### src/rtl/simon_game_ctrl_if.sv
// simon_game_ctrl_if - player/display side signals of the Simon game sequencer.
//   start : one-cycle pulse, begins a new game (driven by master)
//   btn   : one-cycle press pulses, bit i is colour i (driven by master)
//   led   : one-hot colour being shown, 0 when dark (driven by slave)
//   value : score in BCD, [3:0] units, [7:4] tens (driven by slave)
//   lose  : game lost, held until the next accepted start (driven by slave)
//   win   : game won, held until the next accepted start (driven by slave)
//   busy  : sequencer not in IDLE (driven by slave)
interface simon_game_ctrl_if;
    logic        start;
    logic [3:0]  btn;
    logic [3:0]  led;
    logic [31:0] value;
    logic        lose;
    logic        win;
    logic        busy;

    modport master (output start, btn, input led, value, lose, win, busy);
    modport slave  (input start, btn, output led, value, lose, win, busy);
endinterface

### src/rtl/simon_game_ctrl.sv
// simon_game_ctrl - Simon game sequencer. Grows a pseudo-random colour sequence
// by one step per round, plays it on four LEDs, checks button presses against
// it and keeps a BCD score.
//   CLK        : system clock
//   CPU_RESETN : asynchronous active-low reset
//   bus        : slave side of simon_game_ctrl_if (start/btn in, led/value/
//                lose/win/busy out, all outputs registered)
module simon_game_ctrl #(
    parameter int          TICKS_PER_STEP = 50_000_000,
    parameter int          TIMEOUT_STEPS  = 10,
    parameter int          MAX_LEN        = 32,
    parameter logic [15:0] LFSR_SEED      = 16'hACE1
) (
    input  logic            CLK,
    input  logic            CPU_RESETN,
    simon_game_ctrl_if.slave bus
);

    localparam int TMAX = TICKS_PER_STEP * TIMEOUT_STEPS;
    localparam int TW   = $clog2(TMAX + 1);
    localparam logic [TW-1:0] STEP_LAST = TW'(TICKS_PER_STEP - 1);
    // Last cycle of the input window: a press here still wins over the timeout.
    localparam logic [TW-1:0] TO_LAST   = TW'(TMAX - 1);
    localparam logic [5:0]    LEN_MAX   = 6'(MAX_LEN);

    typedef enum logic [2:0] {
        S_IDLE, S_ADD, S_SHOW_ON, S_SHOW_OFF, S_INPUT, S_LOSE, S_WIN
    } state_t;

    state_t           state;
    logic [15:0]      lfsr;
    logic [31:0][1:0] seq;
    logic [5:0]       len;
    logic [4:0]       idx;
    logic [TW-1:0]    timer;
    logic [3:0]       units, tens;
    logic [3:0]       led_q;
    logic             lose_q, win_q, busy_q;

    logic             fb;
    logic             idx_last;
    logic [3:0]       cur_oh;

    function automatic logic [3:0] onehot(input logic [1:0] c);
        onehot = 4'b0001 << c;
    endfunction

    assign fb       = lfsr[15] ^ lfsr[13] ^ lfsr[12] ^ lfsr[10];
    assign idx_last = ({1'b0, idx} == len - 6'd1);
    assign cur_oh   = onehot(seq[idx]);

    assign bus.led   = led_q;
    assign bus.value = {24'd0, tens, units};
    assign bus.lose  = lose_q;
    assign bus.win   = win_q;
    assign bus.busy  = busy_q;

    always_ff @(posedge CLK or negedge CPU_RESETN) begin
        if (!CPU_RESETN) begin
            state  <= S_IDLE;
            lfsr   <= LFSR_SEED;
            seq    <= '0;
            len    <= '0;
            idx    <= '0;
            timer  <= '0;
            units  <= '0;
            tens   <= '0;
            led_q  <= '0;
            lose_q <= 1'b0;
            win_q  <= 1'b0;
            busy_q <= 1'b0;
        end else begin
            lfsr <= {lfsr[14:0], fb};
            // LED trails the state by one cycle so each phase is exactly
            // TICKS_PER_STEP cycles and the colour reads a settled seq entry.
            led_q <= (state == S_SHOW_ON) ? cur_oh : 4'd0;

            case (state)
                S_IDLE: begin
                    if (bus.start) begin
                        len    <= '0;
                        units  <= '0;
                        tens   <= '0;
                        lose_q <= 1'b0;
                        win_q  <= 1'b0;
                        busy_q <= 1'b1;
                        state  <= S_ADD;
                    end
                end
                S_ADD: begin
                    seq[len[4:0]] <= lfsr[1:0];
                    len   <= len + 6'd1;
                    idx   <= '0;
                    timer <= '0;
                    state <= S_SHOW_ON;
                end
                S_SHOW_ON: begin
                    if (timer == STEP_LAST) begin
                        timer <= '0;
                        state <= S_SHOW_OFF;
                    end else begin
                        timer <= timer + 1'b1;
                    end
                end
                S_SHOW_OFF: begin
                    if (timer == STEP_LAST) begin
                        timer <= '0;
                        if (idx_last) begin
                            idx   <= '0;
                            state <= S_INPUT;
                        end else begin
                            idx   <= idx + 5'd1;
                            state <= S_SHOW_ON;
                        end
                    end else begin
                        timer <= timer + 1'b1;
                    end
                end
                S_INPUT: begin
                    if (bus.btn != 4'd0) begin
                        if (bus.btn == cur_oh) begin
                            if (idx_last) begin
                                if (units == 4'd9) begin
                                    units <= 4'd0;
                                    tens  <= (tens == 4'd9) ? 4'd0 : tens + 4'd1;
                                end else begin
                                    units <= units + 4'd1;
                                end
                                state <= (len == LEN_MAX) ? S_WIN : S_ADD;
                            end else begin
                                idx   <= idx + 5'd1;
                                timer <= '0;
                            end
                        end else begin
                            // Includes multi-bit presses, which never match a one-hot.
                            state <= S_LOSE;
                        end
                    end else if (timer == TO_LAST) begin
                        state <= S_LOSE;
                    end else begin
                        timer <= timer + 1'b1;
                    end
                end
                S_LOSE: begin
                    lose_q <= 1'b1;
                    busy_q <= 1'b0;
                    state  <= S_IDLE;
                end
                S_WIN: begin
                    win_q  <= 1'b1;
                    busy_q <= 1'b0;
                    state  <= S_IDLE;
                end
                default: begin
                    busy_q <= 1'b0;
                    state  <= S_IDLE;
                end
            endcase
        end
    end

endmodule

### src/flat_wrapper.sv
// flat-port wrapper written by rule: the top's interface ports become plain ports
module simon_game_ctrl_flat 
#(
    parameter int          TICKS_PER_STEP = 50_000_000,
    parameter int          TIMEOUT_STEPS  = 10,
    parameter int          MAX_LEN        = 32,
    parameter logic [15:0] LFSR_SEED      = 16'hACE1
)
  (CLK, CPU_RESETN, bus_start, bus_btn, bus_led, bus_value, bus_lose, bus_win, bus_busy);
  simon_game_ctrl_if bus_i ();
  input  logic CLK;
  input  logic CPU_RESETN;
  input wire logic [$bits(bus_i.start)-1:0] bus_start;
  input wire logic [$bits(bus_i.btn)-1:0] bus_btn;
  output wire logic [$bits(bus_i.led)-1:0] bus_led;
  output wire logic [$bits(bus_i.value)-1:0] bus_value;
  output wire logic [$bits(bus_i.lose)-1:0] bus_lose;
  output wire logic [$bits(bus_i.win)-1:0] bus_win;
  output wire logic [$bits(bus_i.busy)-1:0] bus_busy;
  assign bus_i.start = bus_start;
  assign bus_i.btn = bus_btn;
  assign bus_led = bus_i.led;
  assign bus_value = bus_i.value;
  assign bus_lose = bus_i.lose;
  assign bus_win = bus_i.win;
  assign bus_busy = bus_i.busy;
  simon_game_ctrl #(.TICKS_PER_STEP(TICKS_PER_STEP), .TIMEOUT_STEPS(TIMEOUT_STEPS), .MAX_LEN(MAX_LEN), .LFSR_SEED(LFSR_SEED)) u_core (.CLK(CLK), .CPU_RESETN(CPU_RESETN), .bus(bus_i));
endmodule
### config.mk
export PLATFORM = sky130hd
export DESIGN_NAME = simon_game_ctrl_flat
export DESIGN_NICKNAME = d
export VERILOG_FILES = /design/src/rtl/simon_game_ctrl_if.sv /design/src/rtl/simon_game_ctrl.sv /design/src/flat_wrapper.sv
export SDC_FILE = /design/constraint.sdc
export NUM_CORES = 1
export LEC_CHECK = 0
export CAP_MARGIN = 5
export CORE_ASPECT_RATIO = 1.25
export CORE_MARGIN = 1.5
export CORE_UTILIZATION = 46
export CTS_BUF_LIST = sky130_fd_sc_hd__clkbuf_4
export DETAILED_ROUTE_END_ITERATION = 16
export GPL_ROUTABILITY_DRIVEN = 0
export PLACE_DENSITY = 0.7
export SLEW_MARGIN = 0
export SYNTH_ARGS = -nofsm -noshare
export SYNTH_HDL_FRONTEND = slang
export SYNTH_SLANG_ARGS = --single-unit
export TNS_END_PERCENT = 10
### constraint.sdc
create_clock -name CLK -period 4.4 [get_ports CLK]
set_input_delay 0.88 -clock CLK [delete_from_list [all_inputs] [get_ports CLK]]
set_output_delay 0.88 -clock CLK [all_outputs]
set_load 0.005 [all_outputs]
==> out/results.ini, run 1 <==
[power_and_ir_drop]
swShare=0.3294
p_switching_uw=1012
p_clk_frac=0.305
p_comb_frac=0.212
pwr-share-seq=0.483
p_int_uw=2060
p_per_area_mw_per_mm2=390.6
vdd_drop_max_v=0.0001459
leakagePower_uw=0.003378

[global_route]
grt_max_degree=66
grt_pass1_wl_mm=26.23
track_usage=0.2027
overflow=0
antenna_found_initial=0
grt_pass1_vias=5294

[cts]
cts_made_buffers=17
cts_max_level=4
postCtsSetupRepairBufs=0
clk-insertion-delay-late_ns=0.56
cts.path.max_buffers=2
ctsResizeCount=0
cts_hold_buf=0
cts_sinks=138
clk_pin_slew_worst_paths_ns=0.13
cts_tree=built
root_buffer=clkbuf_4

[setup_path]
critPathLaunch=u_core.idx[1]
critPathLaunchType=flop
crit_type=reg2reg
crit_fanout=31
endpoint_kind=flop
crit_chain=or3b_2 > o221ai_1 > a211oi_2 > or2_4 > o31ai_2 > a31o_2 > a21oi_1 > buf_4 > or2_2 > o31ai_1
worstPathRequired_ns=4.88
r2r-start=u_core.idx[1]
cp.arrival_ns=3.85
max_stage_delay_ns=0.68
crit_slowest_cell=dfrtp_1

[timing]
rsz0062_at_grt=false
fmax_ghz=0.2971
timing.hold.ws_ns=0.2940
min_period_ns=3.366
finalCritPeriodShare=0.7651
hold_viol=0
skew_ns=0.02114
relSlewSlack=0.3244
worst_pin_slew_ns=1.013
final.setup.tns_ns=0
setup_viol=0
slew_viol_final=0

[layout]
layout-drive-gt1-share=0.1978
nNetsFinal=718
area_growth_pct=7.951

[detailed_routing]
vias_per_cell=5.644
wirelength_mm=15.46
dr.pass1.iters=4
route.vias.total=5226
drc=0
ant_nets=0
drt_iter0_markers=325
wl_per_cell_um=16.70

[synth]
synth_flop_cell=dfrtp_1
synth_cells=688
ys_types=64
synth_xor_area_frac=0.01443
syn_avg_cell_area_sq_um=10.59
post_synth_fa_ha_maj_area_fraction=0.01889
yosys.area_share.simple=0.1681
yosys_register_bits=138
synth_edf_count=0
ys_async_sr_fraction=1.000
yosysWarnings=0
seq_area_frac_synth=0.4754
syn_area_sq_mm=0.007286
synth_compound_area_frac=0.1149
synth_top_family_by_area=simple AND/OR/NAND/NOR gates
synthMuxAreaShare=0.1535

[die]
die_w_um=115.6
initial_core_util=0.4699
die_area_sq_mm=0.01661
die_h_um=143.7
coreArea_sq_mm=0.01551
placementRows=51
ioPinCount=46

[worst_hold_path]
hp-class=in2async

[placement]
hpwlAfterDp_mm=10.97
io_buffers=21

[job]
maxCapViolCount=0

[status]
status=finished, final reports clean

-- cell families after synthesis --
kind of cell / Yosys count
AOI/OAI and AO/OA: 128
xor gates and xnor gates: 12
adders and majority gates: 11
buffers and inverters: 67
DFF: 138
muxes: 90
other: 1
and+or+nand+nor: 241
-- worst paths after layout --
| kind | endpoint | slack (ns) | depth (start not counted) |
|---|---|---|---|
| min | u_core.seq[48] | 0.29 | 1 |
| min in group CLK | u_core.lfsr[4] | 0.36 | 0 |
| min reg2reg | u_core.lfsr[4] | 0.36 | 0 |
| max reg2reg | u_core.timer[8] | 1.03 | 10 |
| max | u_core.timer[8] | 1.03 | 10 |
| max in group asynchronous | u_core.seq[63] | 3.14 | 2 |
-- critical path: cells and delay by family (launching register included) --
family / cells / cell delay (ns)
simple gates: 3 / 1.16
buf+inv: 1 / 0.24
compound gates: 6 / 1.19
flops: 1 / 0.68
-- registers in the layout, summed over array words and instances, names as in the netlist --
register,count
u_core.bus.busy,1
u_core.bus.led,4
u_core.bus.lose,1
u_core.bus.win,1
u_core.idx,5
u_core.len,6
u_core.lfsr,16
u_core.seq,64
u_core.state,3
u_core.tens,4
u_core.timer,29
u_core.units,4
-- area by class of cell --
cell class / instances / area (sq um)
multi-input cells: 506 / 3513
clock inverters: 14 / 195.2
clock buffers: 18 / 135.1
fillers: 1408 / 7641
diodes: 1 / 2.502
flip-flops and latches: 138 / 3463
inverters: 11 / 41.29
repair buffers: 26 / 249.0
well taps: 212 / 265.3
-- through the flow --
step           instance area, sq um  worst slack (ns)  std cells  total power (uW)  utilization
6_report                       7865             1.034        926              3072       0.5072
5_1_grt                        7863            0.8573        925              3238       0.5071
4_1_cts                        7863             1.097        925              3100       0.5071
3_5_place_dp                   7532             1.115        893              2156       0.4858
3_3_place_gp                   7532             1.219        893              2125       0.4858
2_1_floorplan                  7372             1.658        711              2024            -
-- power groups by stage --
stage               clock, uW  sequential (uW)  combinational, uW
floorplan                   0             1430                599
global placement            0             1500                627
detailed placement          0             1500                653
CTS                       967             1480                653
global route             1020             1500                717
finish                    938             1480                650
-- metal layers --
layer  GRT usage  share of wire  vias up  wire length, um
met5           0              0        -                0
met4     0.07862          0.029        0              448
met3     0.04724          0.033       31              516
met2      0.3419           0.50      121             7790
met1      0.2509           0.43     2610             6704
li1            -              -     2464                -
-- Yosys cell counts (4+ instances only) --
cell	number	area [sq um]
a21oi_1	18	90.09
a221oi_1	4	35.03
a31oi_1	10	62.56
and2_1	13	81.33
and3_1	13	81.33
and4_1	4	35.03
buf_2	5	25.02
buf_4	24	180.2
clkbuf_1	23	86.33
dfrtp_1	130	3253
dfstp_2	8	210.2
ha_1	11	137.6
inv_1	11	41.29
mux2_2	70	788.3
mux2i_1	9	90.09
mux4_2	9	202.7
nand2_1	64	240.2
nand2b_1	11	68.82
nand3_1	23	115.1
nand3b_1	4	30.03
nand4_1	10	62.56
nor2_1	58	217.7
nor2b_1	5	31.28
nor3b_1	4	30.03
nor4_1	7	43.79
o21ai_0	56	280.3
o31ai_1	15	112.6
o41ai_1	4	35.03
or2_2	5	31.28
or3_1	5	31.28
xnor2_1	9	78.83
-- placed cells by master (no fill, tap or decap), types with 9 or more instances in the layout --
cell type	count
nand2b_1	11
nand4_1	10
inv_1	11
conb_1	24
clkdlybuf4s50_1	20
mux2i_1	9
and2_1	13
nor2_1	58
a21oi_1	18
nand2_1	64
mux4_2	9
a31oi_1	10
and3_1	13
nand3_1	23
dfrtp_1	130
o31ai_1	15
mux2_2	70
o21ai_0	56
ha_1	11
clkbuf_4	18
xnor2_1	9
No activity file was read; power rests on OpenSTA's default activity.
==> run 2: changes to the inputs <==
Clock period 4.4 ns to 3.1 ns, I/O delays scaled along.
==> out/results.ini, run 2 (synthesized netlist as in run 1, its figures left out) <==
[status]
status=finished, final reports clean

[power_and_ir_drop]
p_total_uw=4166  ; +36%
p_per_area_mw_per_mm2=525.2  ; +34%
leakagePower_uw=0.003426  ; +1.4%
vdd_drop_max_v=0.0001906  ; +31%

[die]
die_w_um=115.6  ; unchanged
coreArea_sq_mm=0.01551  ; unchanged
die_area_sq_mm=0.01661  ; unchanged
die_h_um=143.7  ; unchanged
ioPinCount=46  ; unchanged
initial_core_util=0.4699  ; unchanged
placementRows=51  ; unchanged

[detailed_routing]
wl_per_cell_um=16.68  ; -0.10%
drc=0  ; unchanged
route.vias.total=5329  ; +2.0%
dr.pass1.iters=4  ; unchanged
drt_iter0_markers=291  ; -10%
wirelength_mm=15.66  ; +1.3%
vias_per_cell=5.675  ; +0.56%
ant_nets=0  ; unchanged

[timing]
setup_viol=0  ; unchanged
fmax_ghz=0.3298  ; +11%
min_period_ns=3.032  ; -0.3343 ns
rsz0062_at_grt=true
relSlewSlack=0.3170  ; -0.007367
skew_ns=0.01887  ; -0.002274 ns
hold_viol=0  ; unchanged
worst_slack_ns=0.06799  ; -0.9657 ns
final.setup.tns_ns=0  ; unchanged
slew_viol_final=0  ; unchanged
finalCritPeriodShare=0.9781  ; +0.2130
worst_pin_slew_ns=1.025  ; +0.01105 ns

[cts]
cts.path.max_buffers=2  ; unchanged
clk_pin_slew_worst_paths_ns=0.11  ; -0.02 ns
cts_sinks=138  ; unchanged
clk-insertion-delay-late_ns=0.55  ; about the same
cts_tree=built
root_buffer=clkbuf_4
cts_hold_buf=0  ; unchanged
cts_made_buffers=17  ; unchanged
cts_max_level=4  ; unchanged

[layout]
stdcell_count=939  ; +1.4%
top_register=u_core.seq
reg_top3=u_core.seq (64), u_core.timer (29), u_core.lfsr (16)
layout-drive-gt1-share=0.2176  ; +0.01987
area_growth_pct=8.879
largest_reg_flops=64  ; unchanged
postLayoutCellArea_sq_mm=0.007933  ; +0.86%
final_cell_mix=dfrtp_1 (129), mux2_2 (70), nand2_1 (64)
nNetsFinal=731  ; +1.8%
layout_commonest_cell=dfrtp_1

[setup_path]
crit_fanout=31  ; unchanged
endpoint_kind=flop
cp.arrival_ns=3.48  ; -0.37 ns
crit_slowest_cell=dfrtp_2
critPathLaunchType=flop
crit_chain=buf_12 > buf_4 > mux4_2 > nand2_1 > and4_2 > or2_4 > o31ai_2 > a31o_2 > a21oi_2 > buf_12 > or2_2 > o31ai_1
crit_type=reg2reg
crit_top_cell=buf_12
max_stage_delay_ns=0.46  ; -0.22 ns
worstPathRequired_ns=3.55  ; -1.33 ns

[worst_hold_path]
hp-class=in2async

[global_route]
antenna_found_initial=1  ; +1
grt_pass1_wl_mm=25.98  ; -0.97%
grt_pass1_vias=5262  ; -0.60%
track_usage=0.2016  ; -0.001062
overflow=0  ; unchanged
grt_max_degree=70  ; +6.1%

[placement]
io_buffers=21  ; unchanged
place_area_sq_mm=0.007645  ; +1.5%
hpwlAfterDp_mm=10.99  ; +0.16%
dp.cells=903  ; +1.1%
place_ws_ns=0.03947  ; -1.075 ns

[job]
maxCapViolCount=0  ; unchanged

[run 2: final cells by class]
cell class / instances / area, sq um
Clock inverter: 11 / 81.33
Fill cell: 1395 / 7574
Clock buffer: 21 / 157.7
Timing Repair Buffer: 39 / 384.1
Antenna cell: 1 / 2.502
Tap cell: 212 / 265.3
Sequential cell: 138 / 3465
Multi-Input combinational cell: 506 / 3536
Inverter: 11 / 41.29
[run 2: metrics by stage]
step,utilization,hold WS [ns]
after global placement,0.4930,0.3413
after CTS,0.5084,0.04793
after detailed placement,0.4930,0.3347
after floorplan,-,0.3244
final,0.5116,0.08185
after global routing,0.5116,0.08069
[run 2: final timing paths]
kind | to | startpoint | depth (start not counted) | slack [ns]
min | u_core.lfsr[8] | CPU_RESETN | 1 | 0.08
max | u_core.timer[8] | u_core.idx[0] | 12 | 0.07
max in group asynchronous | u_core.lfsr[13] | CPU_RESETN | 2 | 2.30
min reg2reg | u_core.lfsr[7] | u_core.lfsr[6] | 0 | 0.36
min in group CLK | u_core.lfsr[7] | u_core.lfsr[6] | 0 | 0.36
max reg2reg | u_core.timer[8] | u_core.idx[0] | 12 | 0.07
[run 2: timing repair]
action | in CTS | in global routing
buffers inserted | 0 | 3
endpoints found under the setup margin | 0 | 31
endpoints found under the hold margin | 0 | 0
gates resized for setup | 0 | 6
[run 2: report_power, final]
| group | leakage [uW] | total (uW) | switching (uW) | internal (uW) |
|---|---|---|---|---|
| clock | 0.000135 | 1040 | 622 | 417 |
| sequential | 0.00187 | 2070 | 171 | 1900 |
| combinational | 0.00142 | 1060 | 607 | 452 |
| total | 0.00343 | 4170 | 1400 | 2770 |
[run 2: per-layer routing]
layer	wire length (um)	track usage	share of wire
met5	0	0	0
met4	480	0.09422	0.031
met3	716	0.04597	0.046
met2	7772	0.3286	0.50
met1	6692	0.2539	0.43
[run 2: worst max-delay path: cells and delay by family (launching register included)]
| family | cells | cell delay, ns |
|---|---|---|
| AND/OR/NAND/NOR | 4 | 0.88 |
| AO/OA/AOI/OAI | 4 | 0.77 |
| buffers and inverters | 3 | 0.48 |
| flip-flops | 1 | 0.46 |
| multiplexers | 1 | 0.34 |
==> run 3: changes to the inputs <==
Settings changed: DONT_BUFFER_PORTS set to 1, PLACE_DENSITY 0.7 to 0.69.
==> out/results.ini, run 3 (synthesized netlist as in run 1, its figures left out) <==
[status]
status=complete, but fails checks
violations=hold timing

[timing]
final.setup.tns_ns=0  ; unchanged
setup_viol=0  ; unchanged
worst_slack_ns=0.1268  ; +0.05885 ns
skew_ns=0.02105  ; +0.002177 ns
fmax_ghz=0.3363  ; +2.0%
slew_viol_final=0  ; unchanged
relSlewSlack=0.2938  ; -0.02321
finalCritPeriodShare=0.9591  ; -0.01898
hold_viol=130  ; +130
min_period_ns=2.973  ; -0.05885 ns
worst_pin_slew_ns=1.059  ; +0.03481 ns
rsz0062_at_grt=true
timing.hold.ws_ns=-0.2334  ; -0.3152 ns

[cts]
cts_max_level=4  ; unchanged
cts_sinks=138  ; unchanged
cts_tree=built
cts.path.max_buffers=2  ; unchanged
clk-insertion-delay-late_ns=0.54  ; about the same
root_buffer=clkbuf_4
clk_pin_slew_worst_paths_ns=0.11  ; about the same
cts_made_buffers=17  ; unchanged

[placement]
place_ws_ns=0.03456  ; -0.004909 ns
io_buffers=0  ; -100%
hpwlAfterDp_mm=10.66  ; -3.0%
dp.cells=879  ; -2.7%

[detailed_routing]
dr.pass1.iters=5  ; +1
ant_nets=0  ; unchanged
drc=0  ; unchanged
vias_per_cell=5.818  ; +2.5%
drt_iter0_markers=461  ; +58%
wl_per_cell_um=17.28  ; +3.6%
route.vias.total=5312  ; -0.32%
wirelength_mm=15.78  ; +0.73%

[power_and_ir_drop]
p_per_area_mw_per_mm2=543.0  ; +3.4%
p_total_uw=4191  ; +0.60%
leakagePower_uw=0.003335  ; -2.7%
vdd_drop_max_v=0.0002169  ; +14%

[layout]
layout_commonest_cell=dfrtp_1
reg_top3=u_core.seq (64), u_core.timer (29), u_core.lfsr (16)
stdcell_count=913  ; -2.8%
largest_reg_flops=64  ; unchanged
utilization=0.4978  ; -0.01380
final_cell_mix=dfrtp_1 (129), mux2_2 (70), nand2_1 (64)
nNetsFinal=706  ; -3.4%
top_register=u_core.seq
area_growth_pct=5.942
fillers=1371  ; -1.7%
layout-drive-gt1-share=0.2100  ; -0.007631

[global_route]
track_usage=0.2027  ; +0.001114
busiest_layer=met2
antenna_found_initial=1  ; unchanged
grt_pass1_wl_mm=26.22  ; +0.93%
grt_pass1_vias=5139  ; -2.3%
grt.met3_usage=0.04639  ; +0.0004218
grt_max_degree=139  ; +99%
grt_use_met1=0.2570  ; +0.003051
grt_use_met2=0.3307  ; +0.002180
overflow=0  ; unchanged

[worst_hold_path]
hp-class=in2async

[setup_path]
critPathLaunchType=flop
crit_type=reg2reg
cp.arrival_ns=3.43  ; -0.05 ns
crit_fanout=31  ; unchanged
worstPathRequired_ns=3.55  ; about the same
endpoint_kind=flop

[die]
die_w_um=115.6  ; unchanged
placementRows=51  ; unchanged
ioPinCount=46  ; unchanged
coreArea_sq_mm=0.01551  ; unchanged
initial_core_util=0.4699  ; unchanged
die_area_sq_mm=0.01661  ; unchanged
die_h_um=143.7  ; unchanged

[job]
maxCapViolCount=0  ; unchanged

## run 3: per-layer routing
layer	share of wire	vias to the layer above
met2	0.50	179
met3	0.047	33
met1	0.43	2658
met5	0	-
met4	0.030	0
li1	-	2442
## run 3: final cells by class
| cell class | count | area [sq um] | area share |
|---|---|---|---|
| antenna | 1 | 2.502 | 0.0003242 |
| clock buffer | 20 | 150.1 | 0.01945 |
| clock inverter | 11 | 105.1 | 0.01362 |
| inverter | 11 | 41.29 | 0.005349 |
| multi-input combinational | 507 | 3550 | 0.4599 |
| sequential | 138 | 3465 | 0.4489 |
| tap | 212 | 265.3 | 0.03437 |
| timing repair buffer | 13 | 140.1 | 0.01816 |
## run 3: timing repair
item / 4_1_cts / 5_1_grt
setup endpoints to repair: 0 / 30
setup buffers: 0 / 0
gates resized for setup: 0 / 5
hold endpoints to repair: 138 / 138
## run 3: stage by stage
step / hold slack, ns / area, sq um
after floorplan: 0.3244 / 7372
after global placement: 0.3272 / 7398
after detailed placement: 0.3277 / 7398
after CTS: -0.2799 / 7654
after global routing: -0.2953 / 7719
final: -0.2334 / 7719
## run 3: final timing paths
kind | slack, ns | end | startpoint | depth (start not counted)
worst max-delay path | 0.13 | u_core.timer[8] | u_core.idx[0] | 11
worst max register to register | 0.13 | u_core.timer[8] | u_core.idx[0] | 11
min in group CLK | 0.29 | u_core.bus.busy | bus_start | 2
worst min-delay path | -0.23 | u_core.timer[14] | CPU_RESETN | 0
worst min register to register | 0.36 | u_core.lfsr[15] | u_core.lfsr[14] | 0
max in group asynchronous | 3.03 | u_core.lfsr[13] | CPU_RESETN | 0
## run 3: power by group
part	switching, uW	internal (uW)	total (uW)
Clock	630	485	1110
Combinational	579	427	1010
Sequential	172	1900	2070
Total	1380	2810	4190
## run 3: worst max-delay path: stages, from the launching register on
cell      delay [ns]
dfrtp_2         0.44
buf_12          0.16
mux4_2          0.49
nand2b_1        0.17
a211oi_2        0.32
o21ai_0         0.16
o22ai_2         0.16
a31o_4          0.24
a21oi_2         0.09
buf_12          0.17
or2_2           0.28
o31ai_1         0.19
